===== src/rtl/serial_add_pkg.sv =====
// -----------------------------------------------------------------------------
// serial_add_pkg
// Shared definitions for the bit-serial adder sequencer.
//   state_t    : controller FSM state, 2-bit encoding
//   DEF_WIDTH  : default operand/result width
// -----------------------------------------------------------------------------
package serial_add_pkg;

    localparam int DEF_WIDTH = 8;

    typedef enum logic [1:0] {
        IDLE = 2'd0,
        RUN  = 2'd1,
        DONE = 2'd2
    } state_t;

endpackage


===== src/rtl/serial_add_ctrl_if.sv =====
// -----------------------------------------------------------------------------
// serial_add_ctrl_if
// Request/result bundle between a requesting master and serial_add_ctrl.
//   start, a, b, cin : request and operands (master -> slave)
//   busy, done       : status; done is a one-cycle result-valid pulse
//   sum, cout        : held result
//   ovf              : signed overflow, present only when SERIAL_ADD_OVF_EN
//                      is defined
// -----------------------------------------------------------------------------
interface serial_add_ctrl_if #(
    parameter int WIDTH = serial_add_pkg::DEF_WIDTH
);
    logic             start;
    logic [WIDTH-1:0] a;
    logic [WIDTH-1:0] b;
    logic             cin;
    logic             busy;
    logic             done;
    logic [WIDTH-1:0] sum;
    logic             cout;
`ifdef SERIAL_ADD_OVF_EN
    logic             ovf;

    modport master (output start, a, b, cin, input busy, done, sum, cout, ovf);
    modport slave  (input start, a, b, cin, output busy, done, sum, cout, ovf);
`else
    modport master (output start, a, b, cin, input busy, done, sum, cout);
    modport slave  (input start, a, b, cin, output busy, done, sum, cout);
`endif
endinterface


===== src/rtl/serial_add_ctrl_fa_bit.sv =====
// -----------------------------------------------------------------------------
// fa_bit
// Combinational 1-bit full-adder cell.
//   a, b, c : addend bits and carry in
//   s       : a ^ b ^ c
//   co      : a&b | c&(a^b)
// -----------------------------------------------------------------------------
module fa_bit (
    input  logic a,
    input  logic b,
    input  logic c,
    output logic s,
    output logic co
);
    logic p;

    assign p  = a ^ b;
    assign s  = p ^ c;
    assign co = (a & b) | (c & p);
endmodule


===== src/rtl/serial_add_ctrl.sv =====
// -----------------------------------------------------------------------------
// serial_add_ctrl
// Bit-serial adder sequencer: one fa_bit cell is stepped over WIDTH cycles,
// LSB first, to form {cout,sum} = a + b + cin.
//   clk  : rising-edge clock
//   rst  : synchronous, active-high; abandons any running operation
//   bus  : serial_add_ctrl_if slave modport (start/a/b/cin in,
//          busy/done/sum/cout[/ovf] out)
// Optional feature: define SERIAL_ADD_OVF_EN to add the signed-overflow
// output ovf (carry into MSB xor carry out of MSB).
// -----------------------------------------------------------------------------
module serial_add_ctrl
    import serial_add_pkg::*;
#(
    parameter int WIDTH = DEF_WIDTH
) (
    input  logic              clk,
    input  logic              rst,
    serial_add_ctrl_if.slave  bus
);
    localparam int               CNT_W = $clog2(WIDTH);
    localparam logic [CNT_W-1:0] LAST  = CNT_W'(WIDTH - 1);

    state_t           state;
    logic [CNT_W-1:0] cnt;
    logic [WIDTH-1:0] opa;
    logic [WIDTH-1:0] opb;
    logic             carry;
    logic [WIDTH-1:0] sreg;
    logic [WIDTH-1:0] sreg_nxt;
    logic             fa_s;
    logic             fa_co;

    fa_bit u_fa (
        .a  (opa[0]),
        .b  (opb[0]),
        .c  (carry),
        .s  (fa_s),
        .co (fa_co)
    );

    // Partial result with the current cell sum dropped into its bit slot.
    // Writing by position rather than shifting keeps every bit of sreg live,
    // and the value on the last RUN edge is the complete sum.
    always_comb begin
        sreg_nxt      = sreg;
        sreg_nxt[cnt] = fa_s;
    end

    always_ff @(posedge clk) begin
        if (rst) begin
            state    <= IDLE;
            cnt      <= '0;
            opa      <= '0;
            opb      <= '0;
            carry    <= 1'b0;
            sreg     <= '0;
            bus.busy <= 1'b0;
            bus.done <= 1'b0;
            bus.sum  <= '0;
            bus.cout <= 1'b0;
`ifdef SERIAL_ADD_OVF_EN
            bus.ovf  <= 1'b0;
`endif
        end else begin
            bus.done <= 1'b0;
            case (state)
                IDLE, DONE: begin
                    if (bus.start) begin
                        opa      <= bus.a;
                        opb      <= bus.b;
                        carry    <= bus.cin;
                        cnt      <= '0;
                        state    <= RUN;
                        bus.busy <= 1'b1;
                    end else begin
                        state    <= IDLE;
                    end
                end
                RUN: begin
                    opa   <= opa >> 1;
                    opb   <= opb >> 1;
                    carry <= fa_co;
                    sreg  <= sreg_nxt;
                    if (cnt == LAST) begin
                        // Counter holds at terminal count so it never wraps in RUN.
                        state    <= DONE;
                        bus.busy <= 1'b0;
                        bus.done <= 1'b1;
                        bus.sum  <= sreg_nxt;
                        bus.cout <= fa_co;
`ifdef SERIAL_ADD_OVF_EN
                        // carry still holds the carry into the MSB on this edge.
                        bus.ovf  <= carry ^ fa_co;
`endif
                    end else begin
                        cnt <= cnt + 1'b1;
                    end
                end
                default: begin
                    state    <= IDLE;
                    bus.busy <= 1'b0;
                end
            endcase
        end
    end
endmodule

===== src/flat_wrapper.sv =====
// flat-port wrapper written by rule: the top's interface ports become plain ports
module serial_add_ctrl_flat import serial_add_pkg::*;
#(
    parameter int WIDTH = DEF_WIDTH
)
  (clk, rst, bus_start, bus_a, bus_b, bus_cin, bus_busy, bus_done, bus_sum, bus_cout);
  serial_add_ctrl_if #(.WIDTH(WIDTH)) bus_i ();
  input  logic clk;
  input  logic rst;
  input wire logic [$bits(bus_i.start)-1:0] bus_start;
  input wire logic [$bits(bus_i.a)-1:0] bus_a;
  input wire logic [$bits(bus_i.b)-1:0] bus_b;
  input wire logic [$bits(bus_i.cin)-1:0] bus_cin;
  output wire logic [$bits(bus_i.busy)-1:0] bus_busy;
  output wire logic [$bits(bus_i.done)-1:0] bus_done;
  output wire logic [$bits(bus_i.sum)-1:0] bus_sum;
  output wire logic [$bits(bus_i.cout)-1:0] bus_cout;
  assign bus_i.start = bus_start;
  assign bus_i.a = bus_a;
  assign bus_i.b = bus_b;
  assign bus_i.cin = bus_cin;
  assign bus_busy = bus_i.busy;
  assign bus_done = bus_i.done;
  assign bus_sum = bus_i.sum;
  assign bus_cout = bus_i.cout;
  serial_add_ctrl #(.WIDTH(WIDTH)) u_core (.clk(clk), .rst(rst), .bus(bus_i));
endmodule

===== config.mk =====
export PLATFORM = sky130hd
export DESIGN_NAME = serial_add_ctrl_flat
export DESIGN_NICKNAME = d
export VERILOG_FILES = /design/src/rtl/serial_add_pkg.sv /design/src/rtl/serial_add_ctrl_if.sv /design/src/rtl/serial_add_ctrl_fa_bit.sv /design/src/rtl/serial_add_ctrl.sv /design/src/flat_wrapper.sv
export SDC_FILE = /design/constraint.sdc
export NUM_CORES = 1
export LEC_CHECK = 0
export CELL_PAD_IN_SITES_DETAIL_PLACEMENT = 1
export CELL_PAD_IN_SITES_GLOBAL_PLACEMENT = 1
export CORE_MARGIN = 2
export CORE_UTILIZATION = 39
export CTS_CLUSTER_DIAMETER = 100
export CTS_CLUSTER_SIZE = 28
export DETAILED_ROUTE_END_ITERATION = 6
export PLACE_DENSITY = 0.89
export SLEW_MARGIN = 20
export SYNTH_ARGS = -nofsm -noshare
export SYNTH_HDL_FRONTEND = slang
export SYNTH_SLANG_ARGS = --single-unit

===== constraint.sdc =====
create_clock -name clk -period 2.2 [get_ports clk]
set_clock_uncertainty 0.15 [all_clocks]
set_input_delay 0.44 -clock clk [delete_from_list [all_inputs] [get_ports clk]]
set_output_delay 0.44 -clock clk [all_outputs]
set_load 0.03 [all_outputs]

==> parameters.txt <==
Parameter                              Value

Status
  Outcome ... finished clean

Clocking
  Gates resized, CTS repair ... 0
  Root buffer cell ... clkbuf_8
  Quantity of hold-fixing buffers added after cts ... 0
  Depth of the CTS H-tree ... 2
  Clock buffer count from CTS ... 5
  Count of buffers added by post-CTS timing repair for setup ... 0
  CTS Sinks ... 41
  Clock tree from TritonCTS ... done
  Worst-path clk slew ... 80 ps
  Skew-Pair Late Insertion Delay ... 300 ps
  Maximum buffer depth of the clock tree ... 2

Yosys
  Syn nets ... 228
  Gate count of the mapped netlist ... 205
  Number of synthesized register bits ... 41
  Total number of yosys warnings ... 0
  Portion of the post-synthesis area used by sequential elements ... 0.4552
  Most used flip-flop cell after synthesis ... dfxtp_1
  Syn Std Cell Area ... 1803 um2
  Number of enable flip-flop cells after synthesis ... 0
  Post-synthesis async set-or-reset flop share ... 0
  Post-synth cell types ... 30
  Avg Synthesized Cell Area ... 8.795 um2

Floorplan
  Initial Utilization ... 0.4084
  Die area ... 5183 um2
  Core region area ... 4414 um2
  Vert. Die Dim ... 71.99 um
  Number of cell rows ... 24
  Chip Width ... 71.99 um
  I/O pin count ... 31

Setup path
  Library cell appearing most often on the critical path ... ha_1
  Cell Chain, Critical Path ... ha_1, ha_1, and3b_1, buf_4, o21ai_0, a21oi_1
  Data arrival time at the worst-slack endpoint ... 2030 ps
  Cell type group with the largest total delay on the critical path ... flip-flops
  Data required time at the worst endpoint ... 2290 ps
  Kind of critical path ... reg -> reg
  Startpoint kind of the worst setup timing path ... flip-flop
  Master of the slowest instance on the critical path ... dfxtp_1
  Worst-path fanout max ... 16
  Delay of the slowest cell on the worst path ... 600 ps
  Crit path buf inv count ... 1
  Critical path endpoint category ... flip-flop

Global route
  Number of global-route vias before repair ... 1536
  Number of antenna violations at the first check in global routing ... 0
  Pin count of the biggest net entering global routing ... 35
  First-pass GRT wire length ... 7.058 mm
  Residual overflow from global routing ... 0
  Global-route total usage across every layer ... 0.1773

Placement
  Routability cong. ... 0.7539
  Port Buf Inserts ... 30
  DP Area ... 2087 um2
  Post-DP HPWL ... 2.886 mm
  Post-placement setup slack ... 279.0 ps
  Cell count after placement ... 276

Layout
  Layout fillers ... 531
  Post-layout nets ... 254
  Multi-input combinational cell area ... 828.3 um2
  Cell Count, Final, Fillers Out ... 284
  Final Core Density ... 0.4915
  Seq. cell area ... 820.8 um2
  Fraction of layout instances using a drive strength above 1 ... 0.09052
  Fin area ... 2170 um2
  Number of antenna repair diodes ... 0
  Synthesis-to-layout area growth ... 20.33%

Detailed routing
  Wire length after detailed routing ... 4.083 mm
  Mean number of vias per cell ... 5.338
  Average detailed-routed wire length per instance ... 14.38 um
  Residual antenna-violating net count after detailed routing ... 0
  DRC Markers ... 0
  Number of violations reported at the end of detailed-routing iteration 0 ... 55
  Vias after detailed routing ... 1516
  Drt pass-1 iters ... 3

Timing
  Count of pins over their slew limit ... 0
  Worst slew slack as a fraction of its limit ... 0.6993
  Total negative slack for setup checks ... 0 ps
  Setup repair after global routing missed its margin ... false
  Count of endpoints failing hold in the final timing report ... 0
  Number of setup violations in the final report ... 0
  Worst hold slack ... 317.4 ps
  Final period utilization ... 0.8821
  Least-Margin Pin Slew ... 450.5 ps
  Slack of the critical path ... 259.5 ps
  Top achievable clock speed ... 0.5153 GHz
  Fin crit period ... 1941 ps

Pwr
  Sum of internal, switching and leakage power ... 1.532 mW
  Static leakage power ... 0.8321 nW
  Worst vdd rail ir drop ... 0.3373 mV
  Power Density ... 706.1 nW/um2

Job
  Max cap viols ... 0

Worst hold path
  Classification of the worst-slack hold path ... reg -> reg
-- state kept, by name, summed over array words and instances (netlist names) --
signal and count:
u_core.bus.cout 1, u_core.state 2, u_core.carry 1, u_core.sreg 8
u_core.bus.done 1, u_core.bus.busy 1, u_core.cnt 3, u_core.opa 8
u_core.opb 8, u_core.bus.sum 8
-- metal layers --
layer  track usage  share of wire  vias to the layer above
met5             0              0                        -
met4       0.07338          0.017                        0
met3       0.05000          0.029                        6
met2        0.3045           0.49                       18
met1        0.2080           0.46                      723
li1              -              -                      769
-- Yosys cell counts, types with 2 or more instances --
library cell	instances	area share
dfxtp_1	41	0.46
nand2_1	36	0.075
o21ai_0	26	0.072
a21oi_1	19	0.053
a31oi_1	15	0.052
nor2_1	8	0.017
mux2i_1	7	0.039
buf_4	6	0.025
nand3b_1	6	0.025
buf_6	5	0.031
clkbuf_1	4	0.0083
nor3b_2	4	0.028
o21ai_1	4	0.011
nand3_1	3	0.0083
buf_2	2	0.0056
ha_1	2	0.014
inv_1	2	0.0042
nand2b_1	2	0.0069
nor3_1	2	0.0056
-- final timing paths --
| path | startpoint | to | slack (ps) | cells past startpoint |
|---|---|---|---|---|
| max | u_core.cnt[1]$_SDFFE_PP0P_ | u_core.bus.sum[3]$_SDFFE_PP0P_ | 260 | 6 |
| min | u_core.bus.cout$_SDFFE_PP0P_ | u_core.bus.cout$_SDFFE_PP0P_ | 320 | 2 |
| min reg2reg | u_core.bus.cout$_SDFFE_PP0P_ | u_core.bus.cout$_SDFFE_PP0P_ | 320 | 2 |
| max reg2reg | u_core.cnt[1]$_SDFFE_PP0P_ | u_core.bus.sum[3]$_SDFFE_PP0P_ | 260 | 6 |
-- worst reg2reg max path: cells and delay by family (launching register included) --
family,cells,cell delay [ps]
simple gates,1,190
flops,1,600
compound gates,2,240
buf+inv,1,200
fa+ha+maj,2,500
-- cell usage in the layout, fill, tap and decap left out, types with 2 or more instances in the layout --
cell type and instances:
nand3_1 3, o21ai_1 4, o21ai_0 26, dfxtp_1 41, nand2b_1 2, nor2_1 8
buf_4 6, mux2i_1 7, a21oi_1 19, nand2_1 36, ha_1 2, inv_1 2
clkbuf_8 5, nor3_1 2, a31oi_1 15, nor3b_2 4, clkinv_2 2, clkdlybuf4s50_1 30
nand3b_1 6
-- area by class of cell --
cell class / count / area share
clock buffers: 6 / 0.03345
repair buffers: 37 / 0.1684
multi-input cells: 144 / 0.3818
flip-flops and latches: 41 / 0.3783
inverters: 2 / 0.003460
well taps: 52 / 0.02999
clock inverters: 2 / 0.004614
-- power breakdown --
group,internal (mW),switching (mW)
clock,0.220,0.265
sequential,0.790,0.0295
combinational,0.104,0.124
total,1.11,0.418
-- logic make-up (layout without fill, tap and decap cells) --
family          Yosys count  in the layout  share of synthesized area
simple gates             66             66                     0.1867
buf+inv                  20             47                    0.08535
flops                    41             41                     0.4552
fa+ha+maj                 3              3                    0.02498
mux                       7              7                    0.03886
compound gates           68             68                     0.2089
No activity file was read; power rests on OpenSTA's default activity.
